$ cat src/rtl/axil_regfile_slave.sv
// AXI4-Lite slave exposing NUM_REGS byte-strobed read/write registers.
// Define AXIL_REGFILE_SLVERR_EN to answer out-of-range accesses with SLVERR instead of OKAY.
module axil_regfile_slave #(
    parameter int DATA_W   = 32,
    parameter int ADDR_W   = 6,
    parameter int NUM_REGS = 4
) (
    input  logic                       clk,
    input  logic                       rst,
    input  logic                       s_awvalid,
    output logic                       s_awready,
    input  logic [ADDR_W-1:0]          s_awaddr,
    input  logic                       s_wvalid,
    output logic                       s_wready,
    input  logic [DATA_W-1:0]          s_wdata,
    input  logic [DATA_W/8-1:0]        s_wstrb,
    output logic                       s_bvalid,
    input  logic                       s_bready,
    output logic [1:0]                 s_bresp,
    input  logic                       s_arvalid,
    output logic                       s_arready,
    input  logic [ADDR_W-1:0]          s_araddr,
    output logic                       s_rvalid,
    input  logic                       s_rready,
    output logic [DATA_W-1:0]          s_rdata,
    output logic [1:0]                 s_rresp,
    output logic [NUM_REGS*DATA_W-1:0] reg_q,
    output logic [NUM_REGS-1:0]        wr_pulse
);

    localparam int STRB_W = DATA_W / 8;
    localparam int OFFS_W = $clog2(STRB_W);
    localparam int IDX_W  = ADDR_W - OFFS_W;

    localparam logic [1:0] RESP_OKAY = 2'b00;
`ifdef AXIL_REGFILE_SLVERR_EN
    localparam logic [1:0] RESP_OOR  = 2'b10;
`else
    localparam logic [1:0] RESP_OOR  = 2'b00;
`endif

    logic [IDX_W-1:0] aw_idx;
    logic [IDX_W-1:0] ar_idx;
    logic             aw_in_range;
    logic             ar_in_range;
    logic             unused_addr_bits;

    logic                             aw_held_q, aw_held_d;
    logic [IDX_W-1:0]                 aw_idx_q, aw_idx_d;
    logic                             aw_ok_q, aw_ok_d;
    logic                             w_held_q, w_held_d;
    logic [DATA_W-1:0]                wdata_q, wdata_d;
    logic [STRB_W-1:0]                wstrb_q, wstrb_d;
    logic                             bvalid_q, bvalid_d;
    logic [1:0]                       bresp_q, bresp_d;
    logic                             rvalid_q, rvalid_d;
    logic [DATA_W-1:0]                rdata_q, rdata_d;
    logic [1:0]                       rresp_q, rresp_d;
    logic [NUM_REGS-1:0][DATA_W-1:0]  regs_q, regs_d;
    logic [NUM_REGS-1:0]              wr_pulse_q, wr_pulse_d;

    logic aw_hs;
    logic w_hs;
    logic ar_hs;
    logic commit;

    // Byte-offset bits below the word index carry no meaning.
    assign aw_idx           = s_awaddr[ADDR_W-1:OFFS_W];
    assign ar_idx           = s_araddr[ADDR_W-1:OFFS_W];
    assign aw_in_range      = 32'(aw_idx) < NUM_REGS;
    assign ar_in_range      = 32'(ar_idx) < NUM_REGS;
    assign unused_addr_bits = ^{s_awaddr, s_araddr};

    assign s_awready = !rst && !aw_held_q && !bvalid_q;
    assign s_wready  = !rst && !w_held_q && !bvalid_q;
    assign s_arready = !rst && !rvalid_q;

    assign aw_hs  = s_awvalid && s_awready;
    assign w_hs   = s_wvalid && s_wready;
    assign ar_hs  = s_arvalid && s_arready;
    assign commit = aw_held_q && w_held_q;

    always_comb begin
        aw_held_d  = aw_held_q;
        aw_idx_d   = aw_idx_q;
        aw_ok_d    = aw_ok_q;
        w_held_d   = w_held_q;
        wdata_d    = wdata_q;
        wstrb_d    = wstrb_q;
        bvalid_d   = bvalid_q;
        bresp_d    = bresp_q;
        rvalid_d   = rvalid_q;
        rdata_d    = rdata_q;
        rresp_d    = rresp_q;
        regs_d     = regs_q;
        wr_pulse_d = '0;

        if (aw_hs) begin
            aw_held_d = 1'b1;
            aw_idx_d  = aw_idx;
            aw_ok_d   = aw_in_range;
        end
        if (w_hs) begin
            w_held_d = 1'b1;
            wdata_d  = s_wdata;
            wstrb_d  = s_wstrb;
        end

        if (bvalid_q && s_bready) begin
            bvalid_d = 1'b0;
        end

        // Commit fires once both halves are held; AW/W cannot handshake this cycle.
        if (commit) begin
            aw_held_d = 1'b0;
            w_held_d  = 1'b0;
            bvalid_d  = 1'b1;
            bresp_d   = aw_ok_q ? RESP_OKAY : RESP_OOR;
            for (int i = 0; i < NUM_REGS; i++) begin
                if (aw_ok_q && aw_idx_q == IDX_W'(i)) begin
                    wr_pulse_d[i] = 1'b1;
                    for (int k = 0; k < STRB_W; k++) begin
                        if (wstrb_q[k]) begin
                            regs_d[i][8*k +: 8] = wdata_q[8*k +: 8];
                        end
                    end
                end
            end
        end

        if (rvalid_q && s_rready) begin
            rvalid_d = 1'b0;
        end

        // Sampling regs_q (not regs_d) gives pre-write data on a same-edge commit.
        if (ar_hs) begin
            rvalid_d = 1'b1;
            rdata_d  = '0;
            rresp_d  = ar_in_range ? RESP_OKAY : RESP_OOR;
            for (int i = 0; i < NUM_REGS; i++) begin
                if (ar_idx == IDX_W'(i)) begin
                    rdata_d = regs_q[i];
                end
            end
        end
    end

    always_ff @(posedge clk) begin
        if (rst) begin
            aw_held_q  <= 1'b0;
            aw_idx_q   <= '0;
            aw_ok_q    <= 1'b0;
            w_held_q   <= 1'b0;
            wdata_q    <= '0;
            wstrb_q    <= '0;
            bvalid_q   <= 1'b0;
            bresp_q    <= 2'b00;
            rvalid_q   <= 1'b0;
            rdata_q    <= '0;
            rresp_q    <= 2'b00;
            regs_q     <= '0;
            wr_pulse_q <= '0;
        end else begin
            aw_held_q  <= aw_held_d;
            aw_idx_q   <= aw_idx_d;
            aw_ok_q    <= aw_ok_d;
            w_held_q   <= w_held_d;
            wdata_q    <= wdata_d;
            wstrb_q    <= wstrb_d;
            bvalid_q   <= bvalid_d;
            bresp_q    <= bresp_d;
            rvalid_q   <= rvalid_d;
            rdata_q    <= rdata_d;
            rresp_q    <= rresp_d;
            regs_q     <= regs_d;
            wr_pulse_q <= wr_pulse_d;
        end
    end

    assign s_bvalid = bvalid_q;
    assign s_bresp  = bresp_q;
    assign s_rvalid = rvalid_q;
    assign s_rdata  = rdata_q;
    assign s_rresp  = rresp_q;
    assign reg_q    = regs_q;
    assign wr_pulse = wr_pulse_q;

endmodule

$ cat config.mk
export PLATFORM = sky130hd
export DESIGN_NAME = axil_regfile_slave
export DESIGN_NICKNAME = d
export VERILOG_FILES = /design/src/rtl/axil_regfile_slave.sv
export SDC_FILE = /design/constraint.sdc
export NUM_CORES = 1
export LEC_CHECK = 0
export CORE_MARGIN = 4
export CORE_UTILIZATION = 44
export DETAILED_ROUTE_END_ITERATION = 7
export PLACE_DENSITY_LB_ADDON = 0.3
export SLEW_MARGIN = 20
export SYNTH_ARGS = -nofsm -noshare
export SYNTH_HDL_FRONTEND = slang
export SYNTH_SLANG_ARGS = --single-unit
$ cat constraint.sdc
create_clock -name clk -period 1.8 [get_ports clk]
set_input_delay 0.18 -clock clk [delete_from_list [all_inputs] [get_ports clk]]
set_output_delay 0.18 -clock clk [all_outputs]
set_load 0.05 [all_outputs]
## Word level (Yosys, flattened, before mapping)

Cells that the tools add are included.

| word-level totals | value |
|---|---|
| bits in registers | 209 |
| bits in latches | 0 |
| bits in writable memories | 0 |
| memory bits (read-only) | 0 |
| input bits | 55 |
| output and inout port bits | 173 |
| word-level logic and storage cells | 88 |
| memories kept | 0 |

| cells by class | value |
|---|---|
| add/sub/neg operators | 0 |
| multiply operators | 0 |
| div/mod/pow operators | 0 |
| $lt $le $gt $ge | 1 |
| eq/ne operators | 6 |
| shift-type cells | 0 |
| muxes and demuxes | 12 |
| bitwise gates (word level) | 1 |
| reductions and logical operators | 42 |

Operators with widths:

| kind | count |
|---|---|
| 32-bit 2-to-1 mux | 4 |
| 3-bit AND reduction | 16 |
| 4-bit by 2-bit == test with 1-bit output, second input constant | 4 |
| 1-bit logical AND | 15 |
| 4-bit by 1-bit == test with 1-bit output, second input constant | 2 |
| 4-bit logical NOT | 2 |
| 1-bit 2-to-1 mux | 8 |
| 1-bit logical NOT | 5 |
| 4-bit by 3-bit < comparator with 1-bit output, second input constant | 1 |
| 2-bit nonzero test | 2 |
| 2-bit OR reduction | 2 |
| 1-bit NOT | 1 |

## Logic depth before layout (Yosys ltp)

| depth | value |
|---|---|
| depth after elaboration | 5 |
| depth in mapped cells | 7 |
| depth with buffers taken out | 4 |

## Worst setup path after synthesis

OpenSTA, ideal clock, no wires.

| timing path | value |
|---|---|
| path kind | flip-flop to flip-flop |
| start point | register bvalid_q (netlist: s_bvalid) |
| end point | register wdata_q[10] |
| library setup time | 70 ps |
| data arrival time | 2691 ps |
| required time | 1730 ps |
| slack | -961 ps |
| cell stages (with the launch flop) | 7 |
| path buffers | 2 |
| clock period less this slack | 2761 ps |
| path through | dfxtp_1 -> nor3_1 -> and2_1 -> clkbuf_1 -> clkbuf_1 -> nand2_1 -> a21oi_1 |

| on the way | value |
|---|---|
| cells in the longest elaborated chain, start to end | 3 |

Ends and longest elaborated chain:

| what | line | text |
|---|---|---|
| start: declaration | 54 | `logic bvalid_q, bvalid_d;` |
| start signal: assignment | 170 | `bvalid_q <= bvalid_d;` |
| 1-bit logical NOT | 75 | `assign s_wready = !rst && !w_held_q && !bvalid_q;` |
| 1-bit logical AND | 75 |  |
| via s_wready | 14 | `output logic s_wready,` |
| 1-bit logical AND | 79 | `assign w_hs = s_wvalid && s_wready;` |
| end signal: assignment | 168 | `wdata_q <= wdata_d;` |
| end: declaration | 52 | `logic [DATA_W-1:0] wdata_q, wdata_d;` |

The timed path passes the listed nets, and every way through them passes these cells.
A chain may end at the register's enable or synchronous reset.

## Worst setup path after layout

| timing path | value |
|---|---|
| start point | register aw_idx_q[2] |
| end point | register regs_q (netlist bit reg_q[91]) |

| on the way | value |
|---|---|
| cells in the longest elaborated chain, start to end | 3 |

Ends and longest elaborated chain:

| what | line | text |
|---|---|---|
| start: declaration | 49 | `logic [IDX_W-1:0] aw_idx_q, aw_idx_d;` |
| start signal: assignment | 165 | `aw_idx_q <= aw_idx_d;` |
| 4-bit by 2-bit == test with 1-bit output | 120 | `if (aw_ok_q && aw_idx_q == IDX_W'(i)) begin` |
| 1-bit logical AND | 120 |  |
| 3-bit AND reduction (no line) | n/a |  |
| end signal: assignment | 175 | `regs_q <= regs_d;` |
| end: declaration | 59 | `logic [NUM_REGS-1:0][DATA_W-1:0] regs_q, regs_d;` |

No other way between the ends.

==> flow_summary.ini <==
[logic_synthesis]
synthCells = 964
ys_seq_elements = 209
yosys-top-cells-area = dfxtp_1 (50%), mux2i_1 (17%), nand2_1 (9.0%), a21oi_1 (5.4%), nor2_1 (4.4%)
yosysWarnings = 0
synth_top_area_cell = dfxtp_1
syn-cell-area_mm2 = 0.00835
ys_types = 32
synth_top_area_share = 0.501
ys_seq_area_frac = 0.501
syn_avg_cell_area_um2 = 8.66

[floorplanning]
fp.dieH_um = 146
dieArea_mm2 = 0.0213
chipWidth_um = 146
start_util = 0.447
rows = 50
ioPinCount = 228
core_area_mm2 = 0.0187

[timing]
finClkSkew_ns = 0.00932
relSlewSlack = 0.409
worst_slew_pin_slew_ns = 0.886
final_max_slew_viol_count = 0
fin_crit_ns = 1.72
setup_viol = 0
max_freq_mhz = 580
setup_tns_ns = 0
min_period_over_period = 0.958
rsz0062_at_grt = no
final-hold-violation-count = 0

[setup_path]
crit_arrival_ns = 2.14
worstSetupPathType = flop to flop
path_cells = or4b_4 -> buf_4 -> nor2_1 -> buf_4 -> nand2_1 -> a21oi_1
crit_path_frequent_cell = buf_4
endpoint_kind = flop
critPathMaxStageDelay_ns = 0.57
reg2regPathDepth = 6
cp.required_ns = 2.22
critPathLaunchType = flop
crit_fanout = 9
cp_slowest_cell = or4b_4

[pwr]
powerDensity_mw_per_mm2 = 883
finalPower_uw = 10300
p_leak_uw = 0.00488
ir_worst_vdd_mv = 0.701

[clock_tree]
cts_max_level = 1
clockBufferDepth = 3
root_buffer = clkbuf_16
cts_buffers = 22
insertion_delay_ns = 0.50
cts_sinks = 209
cts_tree = built
clkTransAtPathRegs_ns = 0.06
cts_setup_buffers = 0

[global_routing]
grt_pass1_vias = 7418
globalRouteTotalUtil = 0.233
grt_max_degree = 86
overflow = 0
grt_pass1_wl_um = 40400
antenna_found_initial = 0

[hold_path]
hold_path.class = input pin to flop
holdPathStages = 3

[detailed_routing]
firstDrtPassIters = 5
dr_total_vias = 7634
drt-vias-per-instance = 5.37
routed_wl_um = 25800
drtIter0Drc = 423
drc = 0
ant_nets = 0
post_drt_wl_per_cell_um = 18.2

[finish]
ff_latch_area_mm2 = 0.00419
layout_commonest_cell = dfxtp_1
fillers = 1595
area.growth.synth_to_final_pct = 39.3
layout_common_cells = dfxtp_1 (208), nand2_1 (201), dlygate4sd2_1 (147)
antenna-diode-count = 0
layout-drive-gt1-share = 0.0976
nNetsFinal = 1227
multiInputGateArea_mm2 = 0.00388

[placed_design]
io_buffers = 219
dp_hpwl_um = 17400
routabilityCongestion = 0.826

[run_status]
status = complete, no violations

[flow_run]
max_cap_viol_count = 0
-- synthesized netlist by cell type (all sizes together) --
cell	count
dfxtp	209
nand2	201
mux2i	138
nor2	99
a21oi	90
o21ai	54
clkbuf	52
o22ai	25
buf	23
nand3	21
and3	17
a31oi	6
inv	6
nor3	4
and2	3
nand2b	3
or3	2
a211oi	1
and3b	1
and4bb	1
clkinv	1
conb	1
mux4	1
nand4	1
nand4bb	1
nor4b	1
or3b	1
or4b	1
-- final timing paths --
| check | startpoint | endpoint | slack, ns |
|---|---|---|---|
| worst max-delay path | aw_idx_q[2] | reg_q[91] | 0.08 |
| worst min-delay path | s_wdata[22] | wdata_q[22] | 0.23 |
| worst max register to register | aw_idx_q[2] | reg_q[91] | 0.08 |
| worst min register to register | s_rdata[17] | s_rdata[17] | 0.45 |
-- critical path: cells and delay by family, from the launching register on --
family / cells / cell delay (ns)
DFF: 1 / 0.35
AOI/OAI and AO/OA: 1 / 0.14
and+or+nand+nor: 3 / 0.78
buffers and inverters: 2 / 0.38
-- cell type report --
cell class	count	share of cell area
Timing Repair Buffer	256	0.211
Clock inverter	8	0.00807
Inverter	7	0.00226
Tap cell	234	0.0252
Clock buffer	32	0.0601
Sequential cell	209	0.360
Multi-Input combinational cell	676	0.334
-- cells by family after synthesis --
| group | after synthesis | synth area share |
|---|---|---|
| AO/OA/AOI/OAI | 176 | 0.110 |
| buffers and inverters | 82 | 0.0404 |
| flip-flops | 209 | 0.501 |
| multiplexers | 139 | 0.168 |
| other | 1 | 0.000449 |
| AND/OR/NAND/NOR | 357 | 0.180 |
-- state kept, by name, indices dropped and copies added (netlist names) --
name and cells:
aw_held_q 1, aw_idx_q 4, aw_ok_q 1, reg_q 128, s_bvalid 1, s_rdata 32, s_rvalid 1, w_held_q 1
wdata_q 32, wr_pulse 4, wstrb_q 4
-- per-stage QoR --
step	util	area, um^2	instances	hold slack (ns)	worst slack, ns
6_report	0.622	11600	1422	0.227	0.0754
2_1_floorplan	-	8400	967	0.280	0.00132
3_3_place_gp	0.588	11000	1381	0.445	0.0767
4_1_cts	0.621	11600	1422	0.219	0.0222
3_5_place_dp	0.588	11000	1381	0.450	0.0222
5_1_grt	0.622	11600	1422	0.227	0.00620
-- where the power goes --
group	total, uW	leakage, uW	internal, uW	switching, uW
clock	4840	0.000400	2980	1860
combinational	671	0.00279	260	411
sequential	4760	0.00169	4690	74.4
total	10300	0.00488	7930	2350
-- layer usage --
layer / routed length (um) / vias to the layer above / track usage
met4: 687 / 0 / 0.0741
met3: 2080 / 52 / 0.0461
met5: 0 / - / 0
met2: 12200 / 307 / 0.389
met1: 10900 / 3594 / 0.306
li1: - / 3681 / -
-- what timing repair did --
action	4_1_cts	5_1_grt
gates resized for setup	147	5
endpoints found under the setup margin	147	83
pin swaps	0	0
hold buffers	1	0
endpoints found under the hold margin	7	0
No activity file was read; power rests on OpenSTA's default activity.
